### src/rtl/serial_command_issuer.sv
// serial_command_issuer: host-side initiator for the serial memory-command
// protocol. Sends one read or write command (opcode, address, data) through
// the RS232 transmit handshake and collects the response bytes.
module serial_command_issuer #(
    parameter int unsigned TIMEOUT_CYCLES = 1000000,
    parameter logic [7:0]  WRITE_OPCODE   = 8'h57,
    parameter logic [7:0]  READ_OPCODE    = 8'h52,
    parameter logic [7:0]  ACK_BYTE       = 8'h06
) (
    input  logic        clk,
    input  logic        rst,
    input  logic        cmd_valid,
    output logic        cmd_ready,
    input  logic        cmd_write,
    input  logic [31:0] cmd_address,
    input  logic [31:0] cmd_data,
    output logic        resp_valid,
    output logic [31:0] resp_data,
    output logic        resp_error,
    output logic        resp_timeout,
    output logic [7:0]  TX,
    output logic        start_TX,
    input  logic        TX_ready,
    input  logic [7:0]  RX,
    input  logic        RX_ready
);

    typedef enum logic [2:0] {
        S_IDLE,
        S_STROBE,
        S_GAP,
        S_RECV,
        S_DONE
    } state_t;

    // Idle count at which the response is abandoned.
    localparam logic [31:0] TO_LAST = 32'(TIMEOUT_CYCLES - 1);

    state_t      r_state;
    state_t      w_next;

    logic        r_write;
    logic [31:0] r_addr;
    logic [31:0] r_data;
    logic [3:0]  r_idx;
    logic [1:0]  r_rx_cnt;
    logic [31:0] r_to_cnt;
    logic [31:0] r_resp_data;
    logic        r_resp_error;
    logic        r_resp_timeout;

    logic        w_accept;
    logic        w_last_tx;
    logic        w_rx_done;
    logic        w_expire;
    logic [7:0]  w_tx_byte;

    assign w_accept  = cmd_valid & cmd_ready;
    assign w_last_tx = (r_idx == (r_write ? 4'd8 : 4'd4));
    // A write needs only the ACK byte; a read needs four data bytes.
    assign w_rx_done = RX_ready & (r_write | (r_rx_cnt == 2'd3));
    // A byte arriving on the expiry cycle wins over the timeout.
    assign w_expire  = ~RX_ready & (r_to_cnt == TO_LAST);

    assign resp_data    = r_resp_data;
    assign resp_error   = r_resp_error;
    assign resp_timeout = r_resp_timeout;

    // Select the command byte for the current transmit index.
    always_comb begin
        w_tx_byte = 8'h00;
        case (r_idx)
            4'd0: w_tx_byte = r_write ? WRITE_OPCODE : READ_OPCODE;
            4'd1: w_tx_byte = r_addr[31:24];
            4'd2: w_tx_byte = r_addr[23:16];
            4'd3: w_tx_byte = r_addr[15:8];
            4'd4: w_tx_byte = r_addr[7:0];
            4'd5: w_tx_byte = r_data[31:24];
            4'd6: w_tx_byte = r_data[23:16];
            4'd7: w_tx_byte = r_data[15:8];
            4'd8: w_tx_byte = r_data[7:0];
            default: w_tx_byte = 8'h00;
        endcase
    end

    // State register.
    always_ff @(posedge clk or posedge rst) begin
        if (rst) r_state <= S_IDLE;
        else     r_state <= w_next;
    end

    // Next-state and handshake outputs. cmd_ready is masked by rst so the
    // issuer never looks ready while held in reset.
    always_comb begin
        w_next     = r_state;
        cmd_ready  = 1'b0;
        start_TX   = 1'b0;
        TX         = 8'h00;
        resp_valid = 1'b0;
        case (r_state)
            S_IDLE: begin
                cmd_ready = ~rst;
                if (cmd_valid && !rst) w_next = S_STROBE;
            end
            S_STROBE: begin
                TX = w_tx_byte;
                if (TX_ready) begin
                    start_TX = 1'b1;
                    w_next   = S_GAP;
                end
            end
            S_GAP: begin
                // Dead cycle lets the transmitter drop TX_ready.
                w_next = w_last_tx ? S_RECV : S_STROBE;
            end
            S_RECV: begin
                if (w_rx_done || w_expire) w_next = S_DONE;
            end
            S_DONE: begin
                resp_valid = 1'b1;
                w_next     = S_IDLE;
            end
            default: w_next = S_IDLE;
        endcase
    end

    // Command capture, byte index, response assembly and timeout counter.
    always_ff @(posedge clk or posedge rst) begin
        if (rst) begin
            r_write        <= 1'b0;
            r_addr         <= 32'h0;
            r_data         <= 32'h0;
            r_idx          <= 4'd0;
            r_rx_cnt       <= 2'd0;
            r_to_cnt       <= 32'h0;
            r_resp_data    <= 32'h0;
            r_resp_error   <= 1'b0;
            r_resp_timeout <= 1'b0;
        end else begin
            if (w_accept) begin
                r_write        <= cmd_write;
                r_addr         <= cmd_address;
                r_data         <= cmd_data;
                r_idx          <= 4'd0;
                r_resp_data    <= 32'h0;
                r_resp_error   <= 1'b0;
                r_resp_timeout <= 1'b0;
            end
            if (r_state == S_GAP) begin
                if (w_last_tx) begin
                    r_rx_cnt <= 2'd0;
                    r_to_cnt <= 32'h0;
                end else begin
                    r_idx <= r_idx + 4'd1;
                end
            end
            if (r_state == S_RECV) begin
                if (RX_ready) begin
                    r_rx_cnt <= r_rx_cnt + 2'd1;
                    r_to_cnt <= 32'h0;
                    // Write responses keep resp_data at zero.
                    if (r_write) r_resp_error <= (RX != ACK_BYTE);
                    else         r_resp_data  <= {r_resp_data[23:0], RX};
                end else if (w_expire) begin
                    r_resp_timeout <= 1'b1;
                    r_resp_data    <= 32'h0;
                end else if (r_to_cnt != 32'hFFFF_FFFF) begin
                    r_to_cnt <= r_to_cnt + 32'd1;
                end
            end
        end
    end

endmodule

### config.mk
export PLATFORM = sky130hd
export DESIGN_NAME = serial_command_issuer
export DESIGN_NICKNAME = d
export VERILOG_FILES = /design/src/rtl/serial_command_issuer.sv
export SDC_FILE = /design/constraint.sdc
export NUM_CORES = 1
export LEC_CHECK = 0
export CAP_MARGIN = 20
export CORE_MARGIN = 1
export CORE_UTILIZATION = 40
export CTS_BUF_LIST = sky130_fd_sc_hd__clkbuf_4 sky130_fd_sc_hd__clkbuf_8 sky130_fd_sc_hd__clkbuf_16
export CTS_CLUSTER_SIZE = 20
export DETAILED_ROUTE_END_ITERATION = 8
export SYNTH_ARGS = -nofsm -noshare
export SYNTH_HDL_FRONTEND = slang
export SYNTH_SLANG_ARGS = --single-unit
### constraint.sdc
create_clock -name clk -period 5.7 [get_ports clk]
set_input_delay 0.57 -clock clk [delete_from_list [all_inputs] [get_ports clk]]
set_output_delay 0.57 -clock clk [all_outputs]
set_load 0.005 [all_outputs]
==> results of run 1 <==
-- worst max-delay path: stages (launching register included) --
cell and delay (ns):
dfrtp_1 0.44, inv_1 0.10, ha_1 0.58, a222oi_1 0.18, nor2b_1 0.18, a211oi_1 0.25
a21oi_1 0.06, nor2_1 0.14, clkdlybuf4s50_1 0.52
-- state kept, by name, summed over array words and instances, names as in the netlist --
signal,cells
r_addr,32
r_data,32
r_idx,4
r_rx_cnt,2
r_state,3
r_to_cnt,32
r_write,1
resp_data,32
resp_error,1
resp_timeout,1
-- final cells by class --
type	instances	area, µm²	share of cell area (%)
clock buffer	19	447	5.04
clock inverter	13	178	2.01
inverter	11	46.3	0.523
multi-input combinational	464	3130	35.3
sequential	140	3500	39.6
tap	220	275	3.11
timing repair buffer	130	1280	14.5
-- metrics by stage --
step | instance area, µm² | hold slack [ns] | cells | setup WS [ns] | total power [mW]
global route | 8860 | 0.522 | 997 | 2.03 | 4.13
finish | 8860 | 0.505 | 997 | 2.26 | 3.90
floorplan | 6870 | 0.466 | 661 | 1.38 | 2.28
global placement | 8230 | 0.484 | 965 | 2.79 | 2.71
CTS | 8860 | 0.506 | 997 | 2.25 | 3.93
detailed placement | 8230 | 0.488 | 965 | 2.71 | 2.74
-- cell families (layout without fill, tap and decap cells) --
family          after synthesis  after routing  share of synthesized area, %
compound gates              183            183                          18.1
fa+ha+maj                     6              6                          1.09
buf+inv                      57            173                          3.62
flops                       140            140                          51.0
mux                          68             68                          11.1
simple gates                207            207                          15.2
-- worst paths after layout --
| kind | end | slack [ns] | cells after the start |
|---|---|---|---|
| worst max-delay path | TX[0] | 2.26 | 8 |
| worst min-delay path | r_data[0]$_DFFE_PP0P_ | 0.51 | 1 |
| worst max register to register | r_to_cnt[3]$_DFF_PP0_ | 2.76 | 6 |
| worst min register to register | r_data[0]$_DFFE_PP0P_ | 0.51 | 1 |
| max in group asynchronous | r_addr[4]$_DFFE_PP0P_ | 3.72 | 3 |
| min in group asynchronous | resp_data[29]$_DFF_PP0_ | 0.73 | 2 |
-- routing by layer --
layer | up-vias | track usage [%]
li1 | 2679 | -
met1 | 2874 | 30.1
met2 | 191 | 32.7
met3 | 31 | 4.53
met4 | 0 | 7.32
met5 | - | 0
-- power groups by stage --
stage,Clock [mW],Combinational (mW),Sequential [mW]
after global routing,1.24,1.28,1.61
final,1.17,1.17,1.57
after floorplan,0,0.808,1.47
after CTS,1.19,1.17,1.57
after global placement,0,1.14,1.58
after detailed placement,0,1.16,1.58
-- placed cells by master (no fill, tap or decap), types with 12 or more instances in the layout --
master	netlist	routed
a22o_1	42	42
clkbuf_16	0	17
nor2_1	35	34
nand4_1	13	13
nor3_1	15	15
mux2_2	66	66
a21oi_1	27	27
nand2_1	59	58
o21ai_1	12	12
nand3_1	34	34
dfrtp_1	140	140
nor4_1	15	15
clkdlybuf4s50_1	0	122
o21ai_0	53	53
==> out/results.txt, run 1 <==
top-count cell post-synth: dfrtp_1
post-CTS setup repair buffer count: 0
remaining global-route overflow: 0
worst r2r src: r_to_cnt[16]$_DFF_PP0_
setup TNS: 0 ns
Area Overhead vs Synth: 28.8%
GR Util All Layers: 21.4%
initial drt markers: 368
GP Congestion: 0.877
Vias: 5775
Worst-Margin Slew: 0.893 ns
DR pass1 iterations: 6
Num CTS Buffers: 17
Post-synth ARST share: 100%
Initial Util: 41.2%
top post-synthesis cells by count: dfrtp_1 (140), mux2_2 (66), nand2_1 (59)
setup-violating endpoint count in the final report: 0
Final nets: 848
Antenna Cells: 0
post-CTS sizing: 0
share of cells above drive strength 1: 15.3%
EDFF count, synth: 0
crit-path max FO: 17
Num Clock Sinks: 140
Residual DRC: 0
Core Util, Final: 53.0%
Hold Path Class: reg -> reg
relative max-transition margin: 40.0%
Via-to-Cell Ratio: 5.79
Syn Inst Count: 661
endpoint class of the critical path: primary output
syn_area_per_cell: 10.4 µm²
port buffer count: 122
post-synth top area share: 51.0%
CTS tree: built
area leader, netlist: dfrtp_1
combinational share of power: 29.9%
initial antenna violation count: 0
floorplan row count: 47
Top Ports: 123
HP Start: r_data[0]$_DFFE_PP0P_
Internal: 2.67 mW
routed wl met3: 995 µm
die area: 17700 µm²
remaining antenna violation count: 0
Sequential Power Share: 40.2%
unrepaired setup endpoints after global routing: false
FMAX: 291 MHz
cts-stage hold buffer count: 0
final worst path period share: 60.3%
final hold viol count: 0
largest net degree at the start of global routing: 85
pwr/cell area: 441 nW/µm²
Clk pwr share: 29.9%
status: complete, no violations
Max-cap violations: 0
critical path startpoint: r_idx[0]$_DFF_PP0_
fin crit period: 3.44 ns
Sw Pwr: 1.24 mW
Clock Root Buffer: clkbuf_16
WP data required: 5.13 ns
vias in the first global route: 5616
Cell Area, Synth: 6870 µm²
Final Skew: 0.00930 ns
CP Launch Type: flip-flop
Net Count, Synth: 745
Yosys cell types: 52
H-tree depth: 4
switch share: 31.7%
clock slew at reported path FFs: 0.06 ns
Leakage: 3.74 nW
clock latency at the later pin of the worst-skew pair: 0.43 ns
Die Y-Extent: 133 µm
met2 WL post-DR: 8470 µm
DR WL/cell: 18.2 µm
top routing layer in use: met4
Met1 Wirelength: 8390 µm
Post-synth top flop: dfrtp_1
Ys Warns: 0
total wire length: 18200 µm
first-pass GRT wire length: 29800 µm
Synth area leaders: dfrtp_1 (51%), mux2_2 (11%), a22o_1 (5.4%), o21ai_0 (3.9%), nand2_1 (3.2%)
core area: 16700 µm²
maximum vdd drop: 0.000242 V
DP HPWL: 12400 µm
Chip Width: 133 µm
post-synthesis sequential area ratio: 51.0%
Slew Viols, Final: 0
Longest Clk Path Bufs: 2
Yosys reg bits: 140
fill cell count: 1481
Crit Path Class: reg -> out
Arrival @ worst endpoint: 2.87 ns
Note: power is estimated with default switching activity, not from simulation.
==> run 2: changes to the inputs <==
clock period = 3.3 ns   (was 5.7 ns; I/O delays follow)
==> run 2 against run 1 <==
  * Sequential share of layout area fell by 0.56 points
  * Highest routed layer unchanged
  * First-iteration DRC count rose by 16%
  * Via count rose by 0.29%
==> out/results.txt, run 2 (synthesis gave the netlist of run 1 again) <==
M3 GR Usage: 4.60% (+0.076 points)
clock latency at the later pin of the worst-skew pair: 0.42 ns (about the same)
Most Crowded Layer GR: met2
Die Y-Extent: 133 µm (unchanged)
final worst path period share: 97.3%
Hold Path Class: in -> async
floorplan row count: 47 (unchanged)
total wire length: 18600 µm (+2.1%)
setup TNS: 0 ns (unchanged)
GR Util All Layers: 22.0% (+0.61 points)
Cell Count, Final, Fillers Out: 1006 (+0.90%)
Slew Viols, Final: 0 (unchanged)
first-pass GRT wire length: 30500 µm (+2.4%)
combinational share of power: 30.7% (+0.8 points)
pwr/cell area: 762 nW/µm² (+73%)
Num Clock Sinks: 140 (unchanged)
status: complete, no violations
Chip Width: 133 µm (unchanged)
Area Overhead vs Synth: 30.7%
remaining global-route overflow: 0 (unchanged)
clock slew at reported path FFs: 0.06 ns (about the same)
Leakage: 3.79 nW (+1.4%)
CTS tree: built
Internal: 4.72 mW (+77%)
GP Congestion: 0.861 (-1.9%)
endpoint class of the critical path: primary output
port buffer count: 122 (unchanged)
unrepaired setup endpoints after global routing: false
final hold viol count: 0 (unchanged)
most frequent cells in the layout: dfrtp_1 (140), clkdlybuf4s50_1 (122), mux2_2 (66), nand2_1 (58), o21ai_0 (53)
met1 usage: 31.1% (+0.95 points)
Sw Pwr: 2.12 mW (+72%)
Vias: 5792 (+0.29%)
Num CTS Buffers: 17 (unchanged)
Core Util, Final: 53.8% (+0.76 points)
share of cells above drive strength 1: 16.8% (+1.5 points)
fin crit period: 3.21 ns
commonest non-fill, non-tap cell in the layout: dfrtp_1
crit-path max FO: 18 (+1)
fill cell count: 1472 (-0.61%)
maximum vdd drop: 0.000405 V (+68%)
Top Ports: 123 (unchanged)
Initial Util: 41.2% (unchanged)
vias in the first global route: 5771 (+2.8%)
met2 usage: 33.9% (+1.3 points)
die area: 17700 µm² (unchanged)
H-tree depth: 4 (unchanged)
worst r2r path cells: 7 (+1)
largest net degree at the start of global routing: 88 (+3.5%)
Multi-input gate area: 3150 µm² (+0.64%)
initial drt markers: 427 (+16%)
Clk pwr share: 30.3% (+0.4 points)
Final Skew: 0.00980 ns (+0.000499 ns)
relative max-transition margin: 30.7% (-9.3 points)
Final nets: 857 (+1.1%)
WP data required: 2.97 ns (-2.16 ns)
setup-violating endpoint count in the final report: 0 (unchanged)
Antenna Cells: 0 (unchanged)
pre-CTS setup slack: 0.353 ns (-2.36 ns)
placed cells: 974 (+0.93%)
Longest Clk Path Bufs: 2 (unchanged)
Sequential Power Share: 39.0% (-1.2 points)
Worst-Margin Slew: 1.03 ns (+0.139 ns)
remaining antenna violation count: 0 (unchanged)
Via-to-Cell Ratio: 5.76 (-0.60%)
DR WL/cell: 18.4 µm (+1.1%)
Crit Path Class: reg -> out
Max-cap violations: 0 (unchanged)
reg2reg setup slack: 0.50 ns (-2.26 ns)
WHS: 0.474 ns (-0.0313 ns)
core area: 16700 µm² (unchanged)
DP HPWL: 12600 µm (+1.8%)
DR pass1 iterations: 5 (-1)
CP Launch Type: flip-flop
Worst Setup Slack, final: 0.0879 ns (-2.18 ns)
initial antenna violation count: 0 (unchanged)
Clock Root Buffer: clkbuf_16
Register Area: 3500 µm² (unchanged)
switch share: 31.0% (-0.62 points)
Arrival @ worst endpoint: 2.88 ns (about the same)
Residual DRC: 0 (unchanged)
FMAX: 311 MHz
[run 2: cell count changes in the layout (fill, tap and decap cells not counted), moves of 3 or more]
cell   before  now
ha_1        6    2
inv_6       7    3
buf_4       8   15
ha_2        0    3
[run 2: worst paths after layout]
check | end | from
worst min register to register | resp_data[28]$_DFF_PP0_ | resp_data[28]$_DFF_PP0_
worst min-delay path | r_data[5]$_DFFE_PP0P_ | rst
worst max register to register | r_to_cnt[5]$_DFF_PP0_ | r_to_cnt[8]$_DFF_PP0_
max in group asynchronous | r_to_cnt[10]$_DFF_PP0_ | rst
worst max-delay path | TX[2] | r_idx[1]$_DFF_PP0_
min in group clk | resp_data[28]$_DFF_PP0_ | resp_data[28]$_DFF_PP0_
[run 2: power groups by stage]
stage / registers (mW) / logic (mW) / clock network (mW)
finish: 2.67 / 2.10 / 2.07
detailed placement: 2.68 / 2.08 / 0
global route: 2.74 / 2.32 / 2.20
global placement: 2.65 / 2.02 / 0
floorplan: 2.53 / 1.40 / 0
CTS: 2.66 / 2.11 / 2.11
[run 2: per-layer routing]
| metal | share of wire [%] | wire [µm] |
|---|---|---|
| met5 | 0 | 0 |
| met3 | 5.7 | 1060 |
| met2 | 48 | 8820 |
| met1 | 46 | 8510 |
| met4 | 0.89 | 165 |
[run 2: area by class of cell]
cell class	instances	share of cell area [%]
sequential	140	39.0
tap	220	3.06
timing repair buffer	139	15.2
clock inverter	12	2.05
clock buffer	20	5.13
inverter	11	0.501
multi-input combinational	464	35.0
[run 2: timing repair]
| action | CTS | global route |
|---|---|---|
| buffers inserted | 0 | 0 |
| setup endpoints to repair | 3 | 6 |
| resized for setup | 3 | 2 |
| pin swaps | 0 | 1 |
| hold buffers | 0 | 0 |
[run 2: worst max-delay path, cell delays in order (launching register included)]
cell and delay (ns):
dfrtp_1 0.45, ha_2 0.37, a222oi_1 0.67, nand3_1 0.16, a32oi_1 0.24, nor2_1 0.07
clkdlybuf4s50_1 0.49
[run 2: through the flow]
step | instance area (µm²) | power, mW
after floorplan | 6880 | 3.93
after global placement | 8300 | 4.67
after detailed placement | 8320 | 4.76
after CTS | 8970 | 6.88
after global routing | 8980 | 7.25
final | 8980 | 6.84
==> run 3: changes to the inputs <==
GPL_ROUTABILITY_DRIVEN = 0   (was unset)
==> results of run 3 <==
The final DEF is identical to that of run 2; final timing and power are the same.
